File: src/rtl/stack_opcode_sequencer.sv
// Command-side sequencer for the shift-register opcode stack: accepts
// instructions over valid/ready, drives push/pop/wdata, tracks occupancy,
// blocks illegal operations and keeps a sticky first-error code.
module stack_opcode_sequencer #(
   parameter int unsigned DEPTH = 16,
   parameter int unsigned WIDTH = 4,
   parameter int unsigned CW    = $clog2(DEPTH + 1)
) (
   input  logic             clock,
   input  logic             reset,
   input  logic             instr_valid,
   output logic             instr_ready,
   input  logic [2:0]       instr_op,
   input  logic [WIDTH-1:0] instr_imm,
   output logic             stack_push,
   output logic             stack_pop,
   output logic [WIDTH-1:0] stack_wdata,
   input  logic [WIDTH-1:0] stack_rdata,
   output logic [CW-1:0]    depth,
   output logic             carry,
   output logic             error,
   output logic [1:0]       err_code,
   input  logic             err_clear
);

   localparam logic [2:0] OP_NOP  = 3'b000;
   localparam logic [2:0] OP_PUSH = 3'b001;
   localparam logic [2:0] OP_POP  = 3'b010;
   localparam logic [2:0] OP_DUP  = 3'b011;
   localparam logic [2:0] OP_SWAP = 3'b100;
   localparam logic [2:0] OP_ADD  = 3'b101;
   localparam logic [2:0] OP_CLR  = 3'b110;

   localparam logic [1:0] ERR_OVF = 2'b01;
   localparam logic [1:0] ERR_UDF = 2'b10;
   localparam logic [1:0] ERR_ILL = 2'b11;

   // Opcode is folded into the execution state, so only the immediate is latched.
   typedef enum logic [3:0] {
      S_IDLE, S_SKIP, S_PUSH, S_POP, S_DUP,
      S_SW1, S_SW2, S_SW3, S_SW4,
      S_AD1, S_AD2, S_AD3, S_CLR
   } state_t;

   state_t             state_q, state_d;
   logic [WIDTH-1:0]   imm_q, a_q, b_q;
   logic [CW-1:0]      depth_q;
   logic               carry_q, error_q;
   logic [1:0]         err_code_q;
   logic               new_err;
   logic [1:0]         new_code;
   logic               full, empty, lt2;
   logic [WIDTH:0]     sum;

   assign full  = (depth_q >= CW'(DEPTH));
   assign empty = (depth_q == CW'(0));
   assign lt2   = (depth_q <  CW'(2));
   assign sum   = {1'b0, a_q} + {1'b0, b_q};

   // Accept, legality check and execution sequencing.
   always_comb begin
      state_d  = state_q;
      new_err  = 1'b0;
      new_code = 2'b00;
      case (state_q)
         S_IDLE: begin
            if (instr_valid) begin
               state_d = S_SKIP;
               case (instr_op)
                  OP_NOP:  state_d = S_SKIP;
                  OP_PUSH: if (full) begin new_err = 1'b1; new_code = ERR_OVF; end
                           else state_d = S_PUSH;
                  OP_POP:  if (empty) begin new_err = 1'b1; new_code = ERR_UDF; end
                           else state_d = S_POP;
                  OP_DUP:  if (empty) begin new_err = 1'b1; new_code = ERR_UDF; end
                           else if (full) begin new_err = 1'b1; new_code = ERR_OVF; end
                           else state_d = S_DUP;
                  OP_SWAP: if (lt2) begin new_err = 1'b1; new_code = ERR_UDF; end
                           else state_d = S_SW1;
                  OP_ADD:  if (lt2) begin new_err = 1'b1; new_code = ERR_UDF; end
                           else state_d = S_AD1;
                  OP_CLR:  state_d = S_CLR;
                  default: begin new_err = 1'b1; new_code = ERR_ILL; end
               endcase
            end
         end
         S_SW1:   state_d = S_SW2;
         S_SW2:   state_d = S_SW3;
         S_SW3:   state_d = S_SW4;
         S_AD1:   state_d = S_AD2;
         S_AD2:   state_d = S_AD3;
         S_CLR:   if (depth_q <= CW'(1)) state_d = S_IDLE;
         default: state_d = S_IDLE;
      endcase
   end

   // Strobe decode from the registered state and latched operands.
   always_comb begin
      stack_push  = 1'b0;
      stack_pop   = 1'b0;
      stack_wdata = '0;
      case (state_q)
         S_PUSH: begin stack_push = 1'b1; stack_wdata = imm_q;       end
         S_DUP:  begin stack_push = 1'b1; stack_wdata = stack_rdata; end
         S_SW3:  begin stack_push = 1'b1; stack_wdata = a_q;         end
         S_SW4:  begin stack_push = 1'b1; stack_wdata = b_q;         end
         S_AD3:  begin stack_push = 1'b1; stack_wdata = sum[WIDTH-1:0]; end
         S_POP, S_SW1, S_SW2, S_AD1, S_AD2: stack_pop = 1'b1;
         S_CLR:  stack_pop = !empty;
         default: ;
      endcase
   end

   // State, operand, occupancy, carry and sticky-error registers.
   always_ff @(posedge clock) begin
      if (reset) begin
         state_q    <= S_IDLE;
         imm_q      <= '0;
         a_q        <= '0;
         b_q        <= '0;
         depth_q    <= '0;
         carry_q    <= 1'b0;
         error_q    <= 1'b0;
         err_code_q <= 2'b00;
      end else begin
         state_q <= state_d;
         if (instr_valid && state_q == S_IDLE) imm_q <= instr_imm;
         if (state_q == S_SW1 || state_q == S_AD1) a_q <= stack_rdata;
         if (state_q == S_SW2 || state_q == S_AD2) b_q <= stack_rdata;
         if (stack_push)     depth_q <= depth_q + CW'(1);
         else if (stack_pop) depth_q <= depth_q - CW'(1);
         if (state_q == S_AD3) carry_q <= sum[WIDTH];
         if (new_err) begin
            error_q <= 1'b1;
            if (!error_q || err_clear) err_code_q <= new_code;
         end else if (err_clear) begin
            error_q    <= 1'b0;
            err_code_q <= 2'b00;
         end
      end
   end

   assign instr_ready = (state_q == S_IDLE);
   assign depth       = depth_q;
   assign carry       = carry_q;
   assign error       = error_q;
   assign err_code    = err_code_q;

endmodule

File: config.mk
export PLATFORM = sky130hd
export DESIGN_NAME = stack_opcode_sequencer
export DESIGN_NICKNAME = d
export VERILOG_FILES = /design/src/rtl/stack_opcode_sequencer.sv
export SDC_FILE = /design/constraint.sdc
export NUM_CORES = 1
export LEC_CHECK = 0
export CAP_MARGIN = 20
export CORE_ASPECT_RATIO = 1.5
export CORE_UTILIZATION = 57
export CTS_CLUSTER_SIZE = 14
export DETAILED_ROUTE_END_ITERATION = 8
export GPL_TIMING_DRIVEN = 0
export PLACE_DENSITY = 0.95
export SYNTH_ARGS = -nofsm -noshare
export SYNTH_HDL_FRONTEND = slang
export SYNTH_SLANG_ARGS = --single-unit
File: constraint.sdc
create_clock -name clock -period 4.5 [get_ports clock]
set_input_delay 0.675 -clock clock [delete_from_list [all_inputs] [get_ports clock]]
set_output_delay 0.675 -clock clock [all_outputs]
set_load 0.005 [all_outputs]
==> results of run 1 <==
[path summary, 6_finish.rpt]
| kind | end | cells past startpoint | start | slack, ns |
|---|---|---|---|---|
| worst max-delay path | stack_pop | 8 | depth[1]$_SDFFE_PP0P_ | 1.20 |
| worst max register to register | state_q[3]$_SDFFE_PP0P_ | 7 | depth[1]$_SDFFE_PP0P_ | 2.17 |
| worst min register to register | imm_q[0]$_SDFFE_PP0P_ | 2 | imm_q[0]$_SDFFE_PP0P_ | 0.50 |
| worst min-delay path | imm_q[0]$_SDFFE_PP0P_ | 2 | imm_q[0]$_SDFFE_PP0P_ | 0.50 |
[final cells by class]
type                            instances  share of cell area
Inverter                                7              0.0118
Multi-Input combinational cell        176               0.560
Tap cell                               40              0.0224
Sequential cell                        25               0.224
Buffer                                 19              0.0364
Timing Repair Buffer                   28               0.125
Clock buffer                            4              0.0202
[through the flow]
step                setup slack [ns]  instance area (sq um)  utilization  total power, mW
finish                          1.20                   2230        0.714            0.785
global route                    1.03                   2230        0.714            0.830
CTS                             1.20                   2230        0.714            0.779
detailed placement              1.53                   2190        0.700            0.639
global placement                1.56                   2190        0.700            0.630
floorplan                       2.18                   1860            -            0.514
[per-layer routing]
| metal | vias to the layer above | wire [microns] | GRT usage |
|---|---|---|---|
| met3 | 24 | 251 | 0.0398 |
| met1 | 921 | 1940 | 0.323 |
| li1 | 921 | - | - |
| met2 | 98 | 2620 | 0.577 |
| met4 | 0 | 224 | 0.190 |
| met5 | - | 0 | 0 |
[cells in the mapped netlist (6+ instances only)]
master,number
dfxtp_1,25
nor2_1,19
a21oi_1,14
nand3_1,13
clkbuf_1,12
nand2_1,12
mux2i_1,8
ha_1,7
nor3b_1,7
o21ai_0,6
[tightest hold or removal path: cells and delay by family, from the launching register on]
| kind | cells | cell delay [ns] |
|---|---|---|
| flip-flops | 1 | 0.33 |
| AO/OA/AOI/OAI | 1 | 0.06 |
| AND/OR/NAND/NOR | 1 | 0.07 |
[report_power, final]
group / leakage, nW / total, mW / switching, mW / internal [mW]
Sequential: 0.203 / 0.275 / 0.0299 / 0.245
Combinational: 0.625 / 0.368 / 0.201 / 0.167
Clock: 0.0228 / 0.142 / 0.0786 / 0.0637
Total: 0.850 / 0.785 / 0.309 / 0.476
[cells by family after synthesis]
family | after synthesis | synth area share
simple gates | 88 | 0.275
compound gates | 67 | 0.269
buf+inv | 26 | 0.0579
flops | 25 | 0.269
mux | 8 | 0.0431
fa+ha+maj | 8 | 0.0579
xor+xnor | 5 | 0.0276
[sequential cells by signal (all words and copies together) (netlist names)]
name and count:
depth 5, a_q 4, b_q 4, imm_q 4, state_q 4, err_code 2
carry 1, error 1
==> qor.csv, run 1 <==
stage,metric,value,unit
outcome,outcome,"finished, final reports clean",
yosys,Synth Area per Inst,8.19,sq um
min_path,hold crit path type,flip-flop to flip-flop,
worst_setup_path,CP Launch Type,flip-flop,
timing,FMAX,303,MHz
finish,most frequent cells in the layout,"clkdlybuf4s50_1 (28), dfxtp_1 (25), nor2_1 (19), a21oi_1 (14)",
route,WL final,5040,microns
yosys,ranking of synthesized cells by area,"dfxtp_1 (27%), ha_1 (4.7%), mux2i_1 (4.3%)",
timing,Tcrit/Tclk final,0.732,
route,Detailed Routing Iterations Pass 1,4,
clock_tree,hold buffer count at cts,0,
finish,Finished Layout Cells,299,
clock_tree,setup bufs post-CTS,0,
place,Final HPWL DP,3630,microns
clock_tree,worst-skew pair later-pin latency,0.28,ns
yosys,post-synth net total,250,
timing,Fin Setup TNS,0,ns
yosys,Netlist cell types,61,
yosys,"EDFF count, synth",0,
finish,Multi-input gate area,0.00125,sq mm
worst_setup_path,crit-path leading delay family,buffers and inverters,
route,DRC Markers,0,
place,placed insts,295,
route,Post-DRT Antenna Nets,0,
finish,"commonest non-fill, non-tap cell in the layout",clkdlybuf4s50_1,
yosys,synthesized area,0.00186,sq mm
global_routing,antenna violations before repair,0,
timing,Fin. Hold Viols,0,
clock_tree,Clock Tree Buf Depth,2,
worst_setup_path,CP Cell Sequence,clkbuf_2 > inv_1 > ha_1 > or4b_1 > buf_2 > a211oi_2 > nor2_1 > clkdlybuf4s50_1,
timing,Worst Tran Pin Value,0.821,ns
finish,Nets,283,
yosys,"Async S/R FF share, synth",0,
worst_setup_path,Buf/Inv on CP,4,
power,P_leak,0.850,nW
run,maxcap violations,0,
timing,headroom to the max-slew limit,0.439,
worst_setup_path,Crit Path Class,flip-flop to primary output,
yosys,Synth Warn #,0,
floorplanning,Placeable Area,0.00313,sq mm
route,vias,1964,
finish,layout cell share with drive strength beyond 1,0.0772,
yosys,largest area contributor in the netlist,dfxtp_1,
yosys,sequential element share of the synthesized area,0.269,
timing,WHS,0.498,ns
clock_tree,post-cts sizing count,0,
timing,crit path time final,3.30,ns
floorplanning,Ports,31,
route,number of DRC markers in iteration 0,109,
worst_setup_path,CP max stage cell,or4b_1,
floorplanning,die area,0.00350,sq mm
route,Routed WL per cell,16.8,microns
clock_tree,clock root cell,clkbuf_8,
timing,Max Slew Vio Count,0,
worst_setup_path,worst-path maximum fanout,8,
yosys,most common flop cell mapped by yosys,dfxtp_1,
global_routing,total global routing overflow,0,
timing,Clock Skew,0.00993,ns
route,Via density,6.57,
worst_setup_path,data required time of the worst path,3.83,ns
worst_setup_path,Worst Path Arrival,2.62,ns
power,maximum vdd drop,0.295,mV
global_routing,largest net degree at the start of global routing,14,
place,IO buf count,28,
floorplanning,FP Rows,25,
yosys,share of the synthesized area in the top cell type,0.269,
floorplanning,die span in y,71.9,microns
finish,Layout area overhead,20.2,%
clock_tree,H-Tree Depth,1,
clock_tree,clk slew on worst S/H paths,0.10,ns
yosys,Cells after Synth,227,
worst_setup_path,Worst setup EP type,primary output,
timing,RSZ-0062 raised after global routing,false,
finish,filler instances,249,
floorplanning,Die W,48.6,microns
floorplanning,Starting Density,0.594,
global_routing,Tot GR Track Use,0.309,
global_routing,first-pass GRT wire length,8350,microns
global_routing,vias in the first global route,1852,
place,RePlAce Congestion,0.943,
clock_tree,CTS Buf Count,3,
clock_tree,clk sinks,25,
yosys,"flops & latches, synth",25,
finish,diodes inserted,0,
power,Pwr Density,352,mW/mm^2
clock_tree,TritonCTS clock tree,yes,
worst_setup_path,CP max stage delay,0.44,ns
finish,FF+latch area,500,sq um
timing,Final Setup Violations,0,
No activity file was read; power rests on OpenSTA's default activity.
==> inputs of run 2 (changes only) <==
--- a/config.mk
+++ b/config.mk
@@ -7,11 +7,11 @@
 export LEC_CHECK = 0
 export CAP_MARGIN = 20
 export CORE_ASPECT_RATIO = 1.5
-export CORE_UTILIZATION = 57
+export CORE_UTILIZATION = 53
 export CTS_CLUSTER_SIZE = 14
 export DETAILED_ROUTE_END_ITERATION = 8
 export GPL_TIMING_DRIVEN = 0
-export PLACE_DENSITY = 0.95
+export PLACE_DENSITY = 0.9
 export SYNTH_ARGS = -nofsm -noshare
 export SYNTH_HDL_FRONTEND = slang
 export SYNTH_SLANG_ARGS = --single-unit
==> constraint.sdc (replaced) <==
create_clock -name clock -period 3.43 [get_ports clock]
set_input_delay 0.5145 -clock clock [delete_from_list [all_inputs] [get_ports clock]]
set_output_delay 0.5145 -clock clock [all_outputs]
set_load 0.005 [all_outputs]
==> run 2 against run 1 <==
Effect of this change:
- worst hold slack got worse by 0.022 ns
- global-route usage fell by 4.2 points
- die area rose by 7.3%
- sequential cell count did not move
- first-iteration DRC count fell by 16%
- sequential share of layout area barely moved
- cell count rose by 0.67%
- cell area rose by 0.11%
- sequential power rose by 31%
- largest power group unchanged
- highest routed layer unchanged
==> qor.csv, run 2 (synthesized netlist as in run 1, its figures left out) <==
stage,metric,value,unit,change
timing,worst setup margin,0.330,ns,-0.874 ns
global_routing,first-pass GRT wire length,7750,microns,-7.2%
outcome,outcome,"finished, final reports clean",,
floorplanning,FP Rows,26,,+4.0%
finish,max reg flops,5,,unchanged
finish,Final Cell Area,0.00224,sq mm,+0.11%
route,Via density,6.42,,-2.2%
route,Routed WL per cell,16.0,microns,-5.2%
floorplanning,Die W,50.3,microns,+3.6%
clock_tree,H-Tree Depth,1,,unchanged
route,Detailed Routing Iterations Pass 1,4,,unchanged
worst_setup_path,Worst setup EP type,primary output,,
min_path,hold crit path type,flip-flop to flip-flop,,
clock_tree,hold buffer count at cts,0,,unchanged
floorplanning,Starting Density,0.549,,-0.0448
route,Post-DRT Antenna Nets,0,,unchanged
min_path,worst hold path depth,2,,unchanged
finish,post-layout util,0.661,,-0.0531
worst_setup_path,worst-path maximum fanout,8,,unchanged
global_routing,largest net degree at the start of global routing,14,,unchanged
clock_tree,clock root cell,clkbuf_8,,
route,DRC Markers,0,,unchanged
place,Final HPWL DP,3410,microns,-6.0%
worst_setup_path,Crit Path Class,flip-flop to primary output,,
timing,Fin. Hold Viols,0,,unchanged
clock_tree,TritonCTS clock tree,yes,,
worst_setup_path,Buf/Inv on CP,4,,unchanged
clock_tree,post-cts sizing count,0,,unchanged
global_routing,Tot GR Track Use,0.266,,-0.0423
timing,Clock Skew,0.00563,ns,-0.00430 ns
timing,headroom to the max-slew limit,0.392,,-0.0466
floorplanning,Placeable Area,0.00338,sq mm,+8.2%
run,maxcap violations,0,,unchanged
worst_setup_path,CP max stage cell,clkdlybuf4s50_1,,
route,vias,1933,,-1.6%
floorplanning,die span in y,74.5,microns,+3.6%
timing,WHS,0.476,ns,-0.0216 ns
worst_setup_path,RR Endpoint,state_q[3]$_SDFFE_PP0P_,,
timing,crit path time final,3.10,ns,
timing,Fin Setup TNS,0,ns,unchanged
worst_setup_path,reg2reg path depth,7,,unchanged
finish,Nets,283,,unchanged
power,P_leak,0.850,nW,unchanged
worst_setup_path,R2R Path Start,depth[1]$_SDFFE_PP0P_,,
clock_tree,setup bufs post-CTS,0,,unchanged
clock_tree,CTS Buf Count,3,,unchanged
worst_setup_path,CP Cell Sequence,clkbuf_2 > inv_1 > ha_1 > or4b_1 > buf_2 > a211oi_2 > nor2_1 > clkdlybuf4s50_1,,
floorplanning,die area,0.00375,sq mm,+7.3%
power,Overall Power,1.02,mW,+29%
worst_setup_path,CP max stage delay,0.44,ns,about the same
route,WL final,4800,microns,-4.6%
min_path,Min-Delay Endpoint,imm_q[1]$_SDFFE_PP0P_,,
place,placed insts,297,,+0.68%
global_routing,antenna violations before repair,0,,unchanged
timing,Tcrit/Tclk final,0.904,,
clock_tree,clk sinks,25,,unchanged
finish,Layout area overhead,20.3,%,
timing,RSZ-0062 raised after global routing,false,,
finish,layout cell share with drive strength beyond 1,0.0772,,unchanged
finish,filler instances,301,,+21%
global_routing,vias in the first global route,1761,,-4.9%
floorplanning,Ports,31,,unchanged
finish,Finished Layout Cells,301,,+0.67%
finish,most frequent cells in the layout,"clkdlybuf4s50_1 (28), dfxtp_1 (25), nor2_1 (19), a21oi_1 (14)",,
place,RePlAce Congestion,0.890,,-5.6%
min_path,min-delay src,imm_q[1]$_SDFFE_PP0P_,,
timing,Max Slew Vio Count,0,,unchanged
place,Placed Area,0.00219,sq mm,+0.11%
global_routing,total global routing overflow,0,,unchanged
power,maximum vdd drop,0.324,mV,+9.9%
route,number of DRC markers in iteration 0,92,,-16%
worst_setup_path,reg2reg setup slack,1.12,ns,-1.05 ns
finish,"commonest non-fill, non-tap cell in the layout",clkdlybuf4s50_1,,
worst_setup_path,CP Launch Type,flip-flop,,
finish,diodes inserted,0,,unchanged
power,Pwr Density,454,mW/mm^2,+29%
timing,FMAX,323,MHz,
worst_setup_path,data required time of the worst path,2.92,ns,-0.91 ns
place,IO buf count,28,,unchanged
timing,Worst Tran Pin Value,0.889,ns,+0.0681 ns
timing,Final Setup Violations,0,,unchanged
worst_setup_path,Worst Path Arrival,2.59,ns,-0.03 ns
worst_setup_path,crit-path leading delay family,buffers and inverters,,
clock_tree,clk slew on worst S/H paths,0.09,ns,about the same
place,pre-CTS setup slack,0.651,ns,-0.875 ns
clock_tree,worst-skew pair later-pin latency,0.27,ns,about the same
clock_tree,Clock Tree Buf Depth,2,,unchanged
[run 2: layout make-up]
type | count | area [sq um] | share of cell area
buffer | 19 | 81.3 | 0.0364
sequential | 25 | 500 | 0.224
tap | 42 | 52.6 | 0.0235
inverter | 7 | 26.3 | 0.0118
multi-input combinational | 176 | 1250 | 0.559
clock buffer | 4 | 45.0 | 0.0201
timing repair buffer | 28 | 280 | 0.125
[run 2: tightest hold or removal path: stages, from the launching register on]
cell and delay (ns):
dfxtp_1 0.33, nand2_1 0.06, a21oi_1 0.05
[run 2: how the worst max path moves through the flow]
stage                     end             startpoint  slack [ns]  cells after the start
global route        stack_pop  depth[1]$_SDFFE_PP0P_        0.17                      8
floorplan           stack_pop  depth[1]$_SDFFE_PP0P_        1.27                      7
detailed placement  stack_pop  depth[1]$_SDFFE_PP0P_        0.65                      8
global placement    stack_pop  depth[1]$_SDFFE_PP0P_        0.64                      8
CTS                 stack_pop  depth[1]$_SDFFE_PP0P_        0.34                      8
finish              stack_pop  depth[1]$_SDFFE_PP0P_        0.33                      8
[run 2: routing by layer]
layer,global-route usage,part of all wire,vias up
met3,0.0266,0.049,9
met2,0.508,0.54,80
met4,0.0926,0.015,0
met1,0.303,0.40,919
li1,-,-,925
met5,0,0,-
[run 2: power breakdown]
part | total, mW | internal [mW] | switching [mW]
clock | 0.179 | 0.0832 | 0.0955
sequential | 0.360 | 0.322 | 0.0386
combinational | 0.476 | 0.219 | 0.257
total | 1.02 | 0.624 | 0.391
